`config.mk`:
```
export PLATFORM = sky130hd
export DESIGN_NAME = mem_access_unit
export DESIGN_NICKNAME = d
export VERILOG_FILES = /design/src/rtl/mem_pkg.sv /design/src/rtl/mem_byte_lane.sv /design/src/rtl/mem_access_unit.sv
export SDC_FILE = /design/constraint.sdc
export NUM_CORES = 1
export LEC_CHECK = 0
export CAP_MARGIN = 20
export CORE_MARGIN = 8
export CORE_UTILIZATION = 43
export DETAILED_ROUTE_END_ITERATION = 6
export PLACE_DENSITY = 0.81
export SKIP_CTS_REPAIR_TIMING = 1
export SLEW_MARGIN = 20
export SYNTH_ARGS = -nofsm -noshare
export SYNTH_HDL_FRONTEND = slang
export SYNTH_SLANG_ARGS = --single-unit
```
`constraint.sdc`:
```
create_clock -name clk -period 2.22 [get_ports clk]
set_input_delay 0.555 -clock clk [delete_from_list [all_inputs] [get_ports clk]]
set_output_delay 0.555 -clock clk [all_outputs]
set_load 0.1 [all_outputs]
```
`src/rtl/mem_pkg.sv`:
```
// Shared definitions for the load/store unit: FSM encoding, memory size and
// access-size codes.
package mem_pkg;

  localparam int MEM_BYTES = 1024;

  localparam logic SIZE_BYTE = 1'b0;
  localparam logic SIZE_HALF = 1'b1;

  typedef enum logic [2:0] {
    ST_IDLE     = 3'd0,
    ST_RD       = 3'd1,
    ST_RD_WAIT  = 3'd2,
    ST_RMW_RD   = 3'd3,
    ST_RMW_WAIT = 3'd4,
    ST_WR       = 3'd5,
    ST_RESP     = 3'd6
  } mau_state_e;

  // Out of range, or a halfword on an odd address.
  function automatic logic req_is_bad(input logic [15:0] addr, input logic size);
    return (addr >= 16'(MEM_BYTES)) || ((size == SIZE_HALF) && addr[0]);
  endfunction

endpackage

```
`src/rtl/mem_byte_lane.sv`:
```
// Byte-lane steering for a big-endian halfword memory: load formatting and
// byte-store merge. Purely combinational.
module mem_byte_lane
  import mem_pkg::*;
(
  input  logic [15:0] rd_data,
  input  logic        addr_lsb,
  input  logic        size,
  input  logic        sign_ext,
  input  logic [7:0]  wr_byte,
  output logic [15:0] load_data,
  output logic [15:0] merge_data
);

  logic [7:0] sel_byte;

  always_comb begin
    // Even address lives in the upper byte of the halfword.
    sel_byte = addr_lsb ? rd_data[7:0] : rd_data[15:8];
    if (size == SIZE_HALF) begin
      load_data = rd_data;
    end else begin
      load_data = {{8{sign_ext & sel_byte[7]}}, sel_byte};
    end
    merge_data = addr_lsb ? {rd_data[15:8], wr_byte} : {wr_byte, rd_data[7:0]};
  end

endmodule

```
`src/rtl/mem_access_unit.sv`:
```
// Load/store unit in front of a 1024-byte big-endian data memory with a
// one-cycle registered read; byte stores are done as read-modify-write.
module mem_access_unit
  import mem_pkg::*;
(
  input  logic        clk,
  input  logic        rst,
  input  logic        req_valid,
  output logic        req_ready,
  input  logic        req_write,
  input  logic        req_size,
  input  logic        req_signed,
  input  logic [15:0] req_addr,
  input  logic [15:0] req_wdata,
  output logic        resp_valid,
  output logic [15:0] resp_rdata,
  output logic        resp_err,
  output logic        memRead,
  output logic        memWrite,
  output logic [15:0] mem_addr,
  output logic [15:0] mem_write_data,
  input  logic [15:0] mem_read_data,
  output logic [2:0]  dbg_state
);

  // Handshake: a request transfers on a rising edge where req_valid && req_ready;
  // the requester must hold its request stable until then. Each accepted
  // request yields exactly one single-cycle resp_valid pulse.

  mau_state_e  state_q, state_d;
  logic [15:0] addr_q, addr_d;
  logic [15:0] wdata_q, wdata_d;
  logic        size_q, size_d;
  logic        signed_q, signed_d;
  logic [15:0] rdata_q, rdata_d;
  logic        err_q, err_d;
  logic        mem_read, mem_write;
  logic        accept;
  logic        bad_req;
  logic [15:0] load_data;
  logic [15:0] merge_data;

  mem_byte_lane u_lane (
    .rd_data    (mem_read_data),
    .addr_lsb   (addr_q[0]),
    .size       (size_q),
    .sign_ext   (signed_q),
    .wr_byte    (wdata_q[7:0]),
    .load_data  (load_data),
    .merge_data (merge_data)
  );

  assign req_ready = (state_q == ST_IDLE) && !rst;
  assign accept    = req_valid && req_ready;
  assign bad_req   = req_is_bad(req_addr, req_size);

  always_comb begin
    state_d   = state_q;
    addr_d    = addr_q;
    wdata_d   = wdata_q;
    size_d    = size_q;
    signed_d  = signed_q;
    rdata_d   = rdata_q;
    err_d     = err_q;
    mem_read  = 1'b0;
    mem_write = 1'b0;
    case (state_q)
      ST_IDLE: begin
        if (accept) begin
          addr_d   = req_addr;
          wdata_d  = req_wdata;
          size_d   = req_size;
          signed_d = req_signed;
          err_d    = bad_req;
          if (bad_req) begin
            rdata_d = 16'h0000;
            state_d = ST_RESP;
          end else if (req_write) begin
            state_d = (req_size == SIZE_HALF) ? ST_WR : ST_RMW_RD;
          end else begin
            state_d = ST_RD;
          end
        end
      end
      ST_RD: begin
        mem_read = 1'b1;
        state_d  = ST_RD_WAIT;
      end
      ST_RD_WAIT: begin
        rdata_d = load_data;
        state_d = ST_RESP;
      end
      ST_RMW_RD: begin
        mem_read = 1'b1;
        state_d  = ST_RMW_WAIT;
      end
      ST_RMW_WAIT: begin
        // Old halfword is on mem_read_data now; the merged word becomes the write data.
        wdata_d = merge_data;
        state_d = ST_WR;
      end
      ST_WR: begin
        mem_write = 1'b1;
        rdata_d   = 16'h0000;
        state_d   = ST_RESP;
      end
      ST_RESP: begin
        state_d = ST_IDLE;
      end
      default: begin
        state_d = ST_IDLE;
      end
    endcase
  end

  always_ff @(posedge clk) begin
    if (rst) begin
      state_q  <= ST_IDLE;
      addr_q   <= 16'h0000;
      wdata_q  <= 16'h0000;
      size_q   <= 1'b0;
      signed_q <= 1'b0;
      rdata_q  <= 16'h0000;
      err_q    <= 1'b0;
    end else begin
      state_q  <= state_d;
      addr_q   <= addr_d;
      wdata_q  <= wdata_d;
      size_q   <= size_d;
      signed_q <= signed_d;
      rdata_q  <= rdata_d;
      err_q    <= err_d;
    end
  end

  // Strobes are gated by rst so an aborted access never touches memory.
  assign memRead        = mem_read & ~rst;
  assign memWrite       = mem_write & ~rst;
  assign mem_addr       = {addr_q[15:1], 1'b0};
  assign mem_write_data = wdata_q;
  assign resp_valid     = (state_q == ST_RESP);
  assign resp_err       = resp_valid & err_q;
  assign resp_rdata     = rdata_q;
  assign dbg_state      = state_q;

endmodule

```
Yosys cells after proc, flatten, opt, wreduce, memory -nomap -nowiden
Index checks and enable logic that the tools add are counted.

word-level totals
  bits in registers = 54

operators by class
  eq/ne operators = 9
  bitwise operators = 5
  magnitude comparators = 1
  reductions and logical operators = 14
  mux-type cells = 15

operators by type and width
  kind                    number
  $mux W16                5
  $pmux W16 S3            1
  $pmux W16 S2            1
  $ge A16 B11 Y1 const B  1
  $pmux W3 S5             1
  $mux W3                 4
  $eq A3 B3 Y1 const B    3
  $mux W8                 1
  $eq A3 B2 Y1 const B    2
  $ne A2 B2 Y1 const B    3
  $reduce_and A3 Y1       2
  $and A1 B1 Y1           4
  $reduce_and A2 Y1       2
  $reduce_or A2 Y1        2
  $eq A3 B1 Y1 const B    1
  $logic_and A1 B1 Y1     3
  $logic_not A3 Y1        1
  $reduce_bool A3 Y1      1
  $mux W1                 2
  $reduce_bool A2 Y1      1
  $logic_not A1 Y1        1
  $logic_or A1 B1 Y1      1
  $not A1 Y1              1

Longest topological paths before layout
Gate-level depths: netlist (run 1).

  depth in word-level cells = 5
  gate-level depth with buffers = 5

Cells and area by module
Synthesis (run 1) repeated with hierarchy kept, for this count alone.

second synthesis, totals
  cell total of the unflattened synthesis = 334
  area, all modules = 2,925.3 µm²

modules (own cells, without submodules)
  module           seq. area each (µm²)  times used  cells each  area each (µm²)
  mem_access_unit  1,081.0               1           292         2,422.3
  mem_byte_lane    0.0                   1           42          503.0

Worst setup path before layout (run 1)
OpenSTA, ideal clock, no wires.

  path kind = reg2out
  from = reg state_q[1], in the netlist dbg_state[1]
  to = out resp_err
  stages on the path, launching flop included = 5
  arrival = 4.632 ns
  setup slack = -2.967 ns
  data required time = 1.665 ns
  cell sequence = dfxtp_1 buf_2 inv_1 nor3b_1 and2_1

on the way
  longest elaborated chain between the ends = 2

RTL lines
  item                      RTL line                RTL
  start: declaration        mem_access_unit.sv:30   mau_state_e state_q, state_d;
  start signal: assignment  mem_access_unit.sv:126  state_q <= state_d;
  $eq A3 B3 Y1              mem_access_unit.sv:141  assign resp_valid = (state_q == ST_RESP);
  named net resp_valid      mem_access_unit.sv:15   output logic resp_valid,
  $and A1 B1 Y1             mem_access_unit.sv:142  assign resp_err = resp_valid & err_q;
  end: declaration          mem_access_unit.sv:17   output logic resp_err,

The timed path passes the listed nets, and every way through them passes these cells.

Worst setup path after layout (run 1)
  from = reg state_q[1], in the netlist dbg_state[1]
  to = out resp_err

on the way
  longest elaborated chain between the ends = 2

RTL lines
  item           RTL line
  $eq A3 B3 Y1   mem_access_unit.sv:141
  $and A1 B1 Y1  mem_access_unit.sv:142

No other way between the ends.

==> flow_summary_export.csv, run 1 <==
group,metric,value,unit
synthesis,syn_area,2620,um2
worst_setup_path,worstSetupStartpointType,"flip-flop",
synthesis,synthArstFlopShare,0,%
timing,fmax,490,MHz
clock_tree,path_clk_slew,90,ps
grt,antenna_found_initial,0,
timing,tightest_slew,811,ps
routing,vias,2723,
power,intPower,1.76,mW
routing,drtAntennaViolNets,0,
synthesis,postSynthCellCount,283,
synthesis,ys_ff_latch,54,
placement,place_area,3810,um2
finish,fin_nets,439,
floorplanning,num_rows,28,
synthesis,ys_warn_count,0,
clock_tree,cts_max_path_buffers,2,
floorplanning,core-area,5920,um2
worst_setup_path,crit_arrival,1490,ps
routing,first_iter_violations,160,
placement,port_buffers,108,
timing,relSlewSlack,45.7,%
power,power,3.27,mW
worst_setup_path,worst_setup_path_end_kind,"output pin",
clock_tree,clk_latency,300,ps
status,status,"complete, no violations",
min_path,hold_class,"reg -> reg",
power,p_per_area,838,nW/um2
floorplanning,dieArea,8850,um2
finish,fin_cells,461,
placement,place.gp.congestion,0.855,
timing,rsz0062_at_grt,"no",
grt,track_usage,19.6,%
grt,grt_pass1_vias,2715,
finish,drive_above_1_share,28.8,%
grt,grt_start_max_net_pins,35,
timing,whs,479,ps
power,p_comb_share,47.6,%
timing,setup_tns,0,ps
worst_setup_path,crit_type,"reg -> out",
job,drv_cap,0,
synthesis,synth-edff-count,0,
clock_tree,cts_root_buf,"clkbuf_8",
floorplanning,die-height,94.1,um
worst_setup_path,worstPathRequired,1660,ps
routing,wire_per_inst,19.2,um
clock_tree,cts_tree,"done",
timing,fin_skew,7.09,ps
timing,setup-violations-final,0,
synthesis,syn_avg_cell_area,9.27,um2
timing,slew_viol_final,0,
routing,vias_per_cell,5.91,
power,p_sw,1.52,mW
routing,drt_pass1_iterations,6,
floorplanning,fp.dieW,94.1,um
grt,grt_first_pass_wirelength,14000,um
clock_tree,cts_buffers,5,
placement,pre_cts_ws,-244,ps
synthesis,yosysUniqueCellTypes,46,
timing,hold_viol_final,0,
power,p_leak,1.49,nW
timing,period_minus_slack,2040,ps
timing,timing.final.ws_setup,180,ps
clock_tree,cts_htree_levels,2,
synthesis,syn-num-nets,337,
grt,grt-ovfl-total,0,
clock_tree,cts_sinks,54,
finish,fillers,491,
worst_setup_path,crit_fanout,17,
routing,drc_errors,0,
placement,hpwl,6630,um
floorplanning,io_pins,110,
finish,final_util,66.0,%
finish,n_antenna_cell,0,
synthesis,yosysSeqAreaShare,41.2,%
power,seqPwrFrac,36.1,%
placement,dp_cells,452,
synthesis,synth_flop_cell,"dfxtp_1",
floorplanning,initial_core_util,44.3,%
power,sw_frac_of_total,46.3,%
finish,final_area,3910,um2
power,clockPowerShare,16.3,%
timing,fin_crit_sh,91.9,%
power,vdd_ir_drop_max,0.000510,V
finish,area_growth,49.0,%
routing,finalWirelength,8840,um
## synthesized netlist by cell type, drive strengths merged, types with 3 or more instances
master   n  area share [%]
nand4b  16             5.3
dfxtp   54              41
o211ai  16             4.6
nor3b    3             1.2
a32oi   16             5.3
buf     14             2.7
o21ai   18             3.4
mux2i    9             3.4
mux2     8             3.4
clkbuf  15             2.2
or3b     3             1.0
nor2    12             2.0
a21oi   18             3.4
nand3   18             3.4
nand2b  18             4.3
o22ai   16             4.3
## cells by family (layout without fill, tap and decap cells)
group | count (synthesis) | after routing | share of synthesized area [%]
simple gates | 84 | 84 | 21.5
buf+inv | 32 | 135 | 5.34
flops | 54 | 54 | 41.2
compound gates | 95 | 95 | 24.9
other cells | 1 | 1 | 0.143
mux | 17 | 17 | 6.87
## flip-flops by register name, indices dropped and copies added, names as in the netlist
register / count
mem_write_data: 16
dbg_state: 3
signed_q: 1
addr_q: 16
resp_rdata: 16
size_q: 1
err_q: 1
## layout by cell type, fill, tap and decap left out, types with 2 or more instances in the layout
cell type and instances:
and2_4 2, o22ai_2 2, dfxtp_4 2, nor3b_4 2, clkbuf_8 5, or3b_2 3
o22ai_1 14, a21oi_1 18, nand3_1 18, dfxtp_1 51, buf_4 61, a31oi_1 2
mux2_2 8, o21ai_0 18, buf_12 9, nor2_1 10, o31a_1 2, a32oi_1 16
mux2i_1 9, nand4b_1 16, clkdlybuf4s50_1 52, o211ai_1 16, nand2b_1 18
## worst paths after layout
kind                                   start       endpoint  slack (ps)  cells after the start
worst min-delay path              addr_q[15]     addr_q[15]         480                      2
worst min register to register    addr_q[15]     addr_q[15]         480                      2
worst max register to register     addr_q[0]  resp_rdata[4]         470                      3
worst max-delay path            dbg_state[1]       resp_err         180                      4
## critical path: stages, from the launching register on
cell	delay [ps]
dfxtp_4	510
inv_4	60
nor3b_4	250
and2_4	200
buf_12	160
## final cells by class
| cell class | count | area (um2) | area share [%] |
|---|---|---|---|
| Multi-Input combinational cell | 197 | 1440 | 36.9 |
| Timing Repair Buffer | 124 | 1180 | 30.3 |
| Sequential cell | 54 | 1090 | 27.9 |
| Tap cell | 75 | 93.8 | 2.40 |
| Clock buffer | 6 | 72.6 | 1.86 |
| Clock inverter | 2 | 13.8 | 0.352 |
| Inverter | 3 | 13.8 | 0.352 |
## power groups by stage
stage	Clock [mW]	Sequential [mW]	Combinational (mW)
floorplan	0	1.80	0.517
detailed placement	0	1.20	1.55
CTS	0.553	1.18	1.55
global route	0.592	1.20	1.62
global placement	0	1.19	1.54
finish	0.535	1.18	1.56
## metal layers
metal	global-route usage [%]	up-vias	share of wire [%]
met1	24.4	1277	40
met3	5.20	23	8.1
met5	0	-	0
met2	30.9	134	48
li1	-	1289	-
met4	8.72	0	3.7
Note: power is estimated with default switching activity, not from simulation.
==> inputs of run 2 (changes only) <==
CORE_UTILIZATION = 55   (was 43)
DONT_BUFFER_PORTS = 1   (was default)
PLACE_DENSITY = 0.7   (was 0.81)
==> flow_summary_export.csv, run 2 (same netlist as run 1, synthesis figures left out) <==
group,metric,value,unit
status,status,"complete, no violations",
timing,fmax,482,MHz
floorplanning,die-height,85.1,um
finish,drive_above_1_share,31.0,%
power,power,3.14,mW
clock_tree,cts_htree_levels,2,
finish,fillers,380,
placement,port_buffers,0,
power,p_per_area,972,nW/um2
timing,rsz0062_at_grt,"no",
floorplanning,io_pins,110,
min_path,hold_depth,1,
finish,final_cell_mix,"buf_4, dfxtp_1",
clock_tree,cts_root_buf,"clkbuf_8",
worst_setup_path,worst_setup_path_end_kind,"output pin",
finish,fin_cells,377,
grt,antenna_found_initial,0,
routing,wire_per_inst,20.5,um
min_path,min-delay-start,"rst",
timing,hold_viol_final,0,
timing,setup-violations-final,0,
finish,final_common_cell,"buf_4",
grt,grt_first_pass_wirelength,12200,um
clock_tree,cts_buffers,5,
worst_setup_path,worstPathRequired,1660,ps
placement,dp_cells,369,
routing,first_iter_violations,210,
timing,fin_skew,7.08,ps
worst_setup_path,crit_fanout,17,
grt,grt_start_max_net_pins,58,
floorplanning,initial_core_util,56.3,%
timing,period_minus_slack,2080,ps
routing,finalWirelength,7730,um
finish,area_growth,23.3,%
placement,place.gp.congestion,0.821,
worst_setup_path,critPathSlowestCell,"dfxtp_2",
clock_tree,cts_tree,"done",
grt,track_usage,20.7,%
routing,drt_pass1_iterations,4,
worst_setup_path,slowest_delay,590,ps
power,p_leak,1.22,nW
routing,drc_errors,0,
worst_setup_path,crit_type,"reg -> out",
worst_setup_path,rr_worst_depth,3,
power,vdd_ir_drop_max,0.000670,V
routing,drtAntennaViolNets,0,
worst_setup_path,worstPathCellList,"nor2b_1 -> and3b_2 -> buf_12",
floorplanning,num_rows,25,
floorplanning,core-area,4660,um2
finish,n_antenna_cell,0,
worst_setup_path,reg2reg_from,"dbg_state[0]",
timing,slew_viol_final,0,
timing,fin_crit_sh,93.5,%
worst_setup_path,worstSetupStartpointType,"flip-flop",
grt,grt_pass1_vias,2271,
timing,tightest_slew,856,ps
grt,grt-ovfl-total,0,
worst_setup_path,ff2ff_setup_slack,470,ps
clock_tree,cts_sinks,54,
min_path,hold_class,"in -> reg",
job,drv_cap,0,
placement,place_area,3130,um2
clock_tree,cts_max_path_buffers,2,
worst_setup_path,reg2reg_to,"resp_rdata[9]",
routing,vias,2366,
worst_setup_path,crit_arrival,1520,ps
floorplanning,fp.dieW,85.1,um
clock_tree,path_clk_slew,90,ps
placement,hpwl,5480,um
finish,fin_nets,376,
floorplanning,dieArea,7230,um2
min_path,hold_end,"mem_write_data[15]",
clock_tree,clk_latency,300,ps
timing,relSlewSlack,42.7,%
routing,vias_per_cell,6.28,
finish,final_area,3230,um2
run 2: cell count changes in the layout (fill, tap and decap cells not counted), sizes merged:
| cell | delta |
|---|---|
| clkdlybuf4s50 | -52 |
| clkbuf | +2 |
| dlymetal6s2s | -1 |
| clkinv | -2 |
| buf | -10 |
run 2: worst max-delay path by stage:
stage	startpoint	end	slack (ps)	cells after the start
after floorplan	dbg_state[1]	resp_err	-470	4
after global placement	rst	req_ready	370	3
after detailed placement	rst	req_ready	370	3
after CTS	dbg_state[0]	memWrite	130	3
after global routing	dbg_state[0]	memWrite	70	3
final	dbg_state[0]	memWrite	140	3
run 2: worst max-delay path: cells and delay by family (launching register included):
kind	cells	cell delay (ps)
simple gates	2	460
buf+inv	1	170
flops	1	590
run 2: layout make-up:
class                           instances  area, um2  area share [%]
Clock buffer                            8        101            3.13
Inverter                                3       13.8           0.426
Multi-Input combinational cell        197       1440            44.6
Sequential cell                        54       1090            33.7
Tap cell                               54       67.6            2.09
Timing Repair Buffer                   61        520            16.1
run 2: power by group:
group | leakage (nW) | total [mW] | internal, mW | switching [mW]
clock | 0.0506 | 0.594 | 0.293 | 0.302
sequential | 0.442 | 1.16 | 1.07 | 0.0881
combinational | 0.725 | 1.39 | 0.344 | 1.05
run 2: layer usage:
metal  routed length, um  vias to the layer above  GRT usage [%]
met5                   0                        -              0
met4                 112                        0           5.99
met3                 835                       10           8.88
met2                3570                      101           30.5
met1                3210                     1090           26.5
li1                    -                     1165              -
run 2: through the flow:
step	util [%]	setup TNS, ps	worst slack [ps]	hold WS (ps)
after global routing	69.4	0	70.2	288
after detailed placement	67.2	0	368	467
final	69.4	0	143	319
after global placement	67.2	0	370	458
after CTS	69.4	0	127	307
after floorplan	-	-690	-470	450
==> inputs of run 3 (changes only) <==
CORE_UTILIZATION = 43   (was 55)
DONT_BUFFER_PORTS = default   (was 1)
PLACE_DENSITY = 0.81   (was 0.7)
==> results of run 3 <==
No change in the layout: final DEF, timing and power equal those of run 1.
==> RTL change: new RTL, settings of run 3 <==
`addr_q`, `wdata_q` and `rdata_q` no longer have a reset.
--- a/src/rtl/mem_access_unit.sv
+++ b/src/rtl/mem_access_unit.sv
@@ -116,21 +116,21 @@
   always_ff @(posedge clk) begin
     if (rst) begin
       state_q  <= ST_IDLE;
-      addr_q   <= 16'h0000;
-      wdata_q  <= 16'h0000;
       size_q   <= 1'b0;
       signed_q <= 1'b0;
-      rdata_q  <= 16'h0000;
       err_q    <= 1'b0;
     end else begin
       state_q  <= state_d;
-      addr_q   <= addr_d;
-      wdata_q  <= wdata_d;
       size_q   <= size_d;
       signed_q <= signed_d;
-      rdata_q  <= rdata_d;
       err_q    <= err_d;
     end
+  end
+
+  always_ff @(posedge clk) begin
+    addr_q  <= addr_d;
+    wdata_q <= wdata_d;
+    rdata_q <= rdata_d;
   end
 
   // Strobes are gated by rst so an aborted access never touches memory.
Formal check against the unedited RTL: differs if rst is asserted again (counterexample within 4 cycles, from zero or initial values and one cycle with rst high); with rst held inactive, the same outputs for 10 cycles.
==> RTL change against run 3 <==
Total power shrank 4.5%. Setup slack worse by 37 ps. Die area down 7.1%. Routed wire length down 29%. Via count is 30% lower. Combinational power is 24% lower. Hold slack improved by 70 ps. Maximum frequency shrank 1.8%. Non-clock buffer count shrank 4. Synthesized area shrank 8.5%. Design area down 5.1%. Sequential cell count unchanged. Highest routed layer unchanged.
==> RTL change: results (changes against run 3) <==
Setup path
  – R2r endpoint: mem_write_data[12]
  – RR Startpoint: dbg_state[0]
  – Worst Setup EP: resp_rdata[0]
  – Critical Path RT: 2290 ps (+630 ps)
  – R2r worst-path depth: 4 (+1)
  – Critical Path Max Stage Delay: 550 ps (+40 ps)
  – Crit-path max FO: 16 (-1)

Finish
  – Flip-flop and latch count: 54 (unchanged)
  – Layout cell share with drive strength beyond 1: 29.26% (+0.50 points)
  – #MultiIn Comb: 127 (-36%)
  – Final Net Count: 364 (-17%)
  – Non-clk invs: 2 (-1)
  – Filler cells: 421 (-14%)
  – Non-clock buffer share: 30.64% (+0.39 points)
  – Multi-input combinational area share: 21.30% (-16 points)

Place
  – Pre-CTS worst setup slack: -181.5 ps (+62.77 ps)
  – Gp weighted congestion: 0.7994 (-6.4%)
  – Placed instance area: 0.003595 mm2 (-5.6%)

Synth
  – Seq/Total Area, Yosys: 65.07% (+24 points)
  – Synth top area cells: edfxtp_1, nand2_1, o21ai_0, dfxtp_1, a21oi_1
  – Mapped Nets: 253 (-25%)
  – Most frequent cells after synthesis: edfxtp_1, nand2_1, o21ai_0, a21oi_1
  – Post-synth EDFFs: 48 (+48)

Global route
  – Vias in the first global route: 1,997 (-26%)
  – Met1 Use GR: 16.25% (-8.2 points)
  – Met2 Use GR: 24.12% (-6.8 points)
  – Largest net degree at the start of global routing: 28 (-20%)

STA
  – Final Critical Period: 2077 ps (+37.40 ps)
  – Clock skew: 10.12 ps (+3.028 ps)

Route
  – Metal3 WL: 785 um (+10%)
  – Vias per Instance: 4.950 (-16%)
  – Pre-antenna DRT Iters: 4 (-2)

Status
  – Status: finished clean

Hold path
  – Hold_sp: err_q

Pwr
  – Worst vdd ir: 0.4306 mV (-16%)
  – Int Pwr: 0.001883 W (+7.1%)
-- RTL change: changes by cell type after synthesis, moves of 6 or more --
cell      delta
dfxtp_1     -48
edfxtp_1    +48
nand2_1     +34
nand3_1     -18
a32oi_1     -16
nand4b_1    -16
o211ai_1    -16
o22ai_1     -14
nand2b_1     -9
nor2_1       -9
o21ai_0      +8
buf_2        -7
mux2_2       -6
-- RTL change: power by group through the flow --
stage,Clock [W],Combinational (W),Sequential (W)
floorplan,0,0.000249,0.00192
global placement,0,0.00118,0.00131
detailed placement,0,0.00120,0.00132
CTS,0.000656,0.00120,0.00129
global route,0.000685,0.00123,0.00131
finish,0.000646,0.00119,0.00129
-- RTL change: cells by family (layout without fill, tap and decap cells) --
family	Yosys count	after routing	share of synthesized area, %
flops	54	54	65.07
mux	11	11	4.692
buf+inv	18	130	3.545
other cells	1	1	0.1563
simple gates	60	60	13.14
compound gates	55	55	13.40
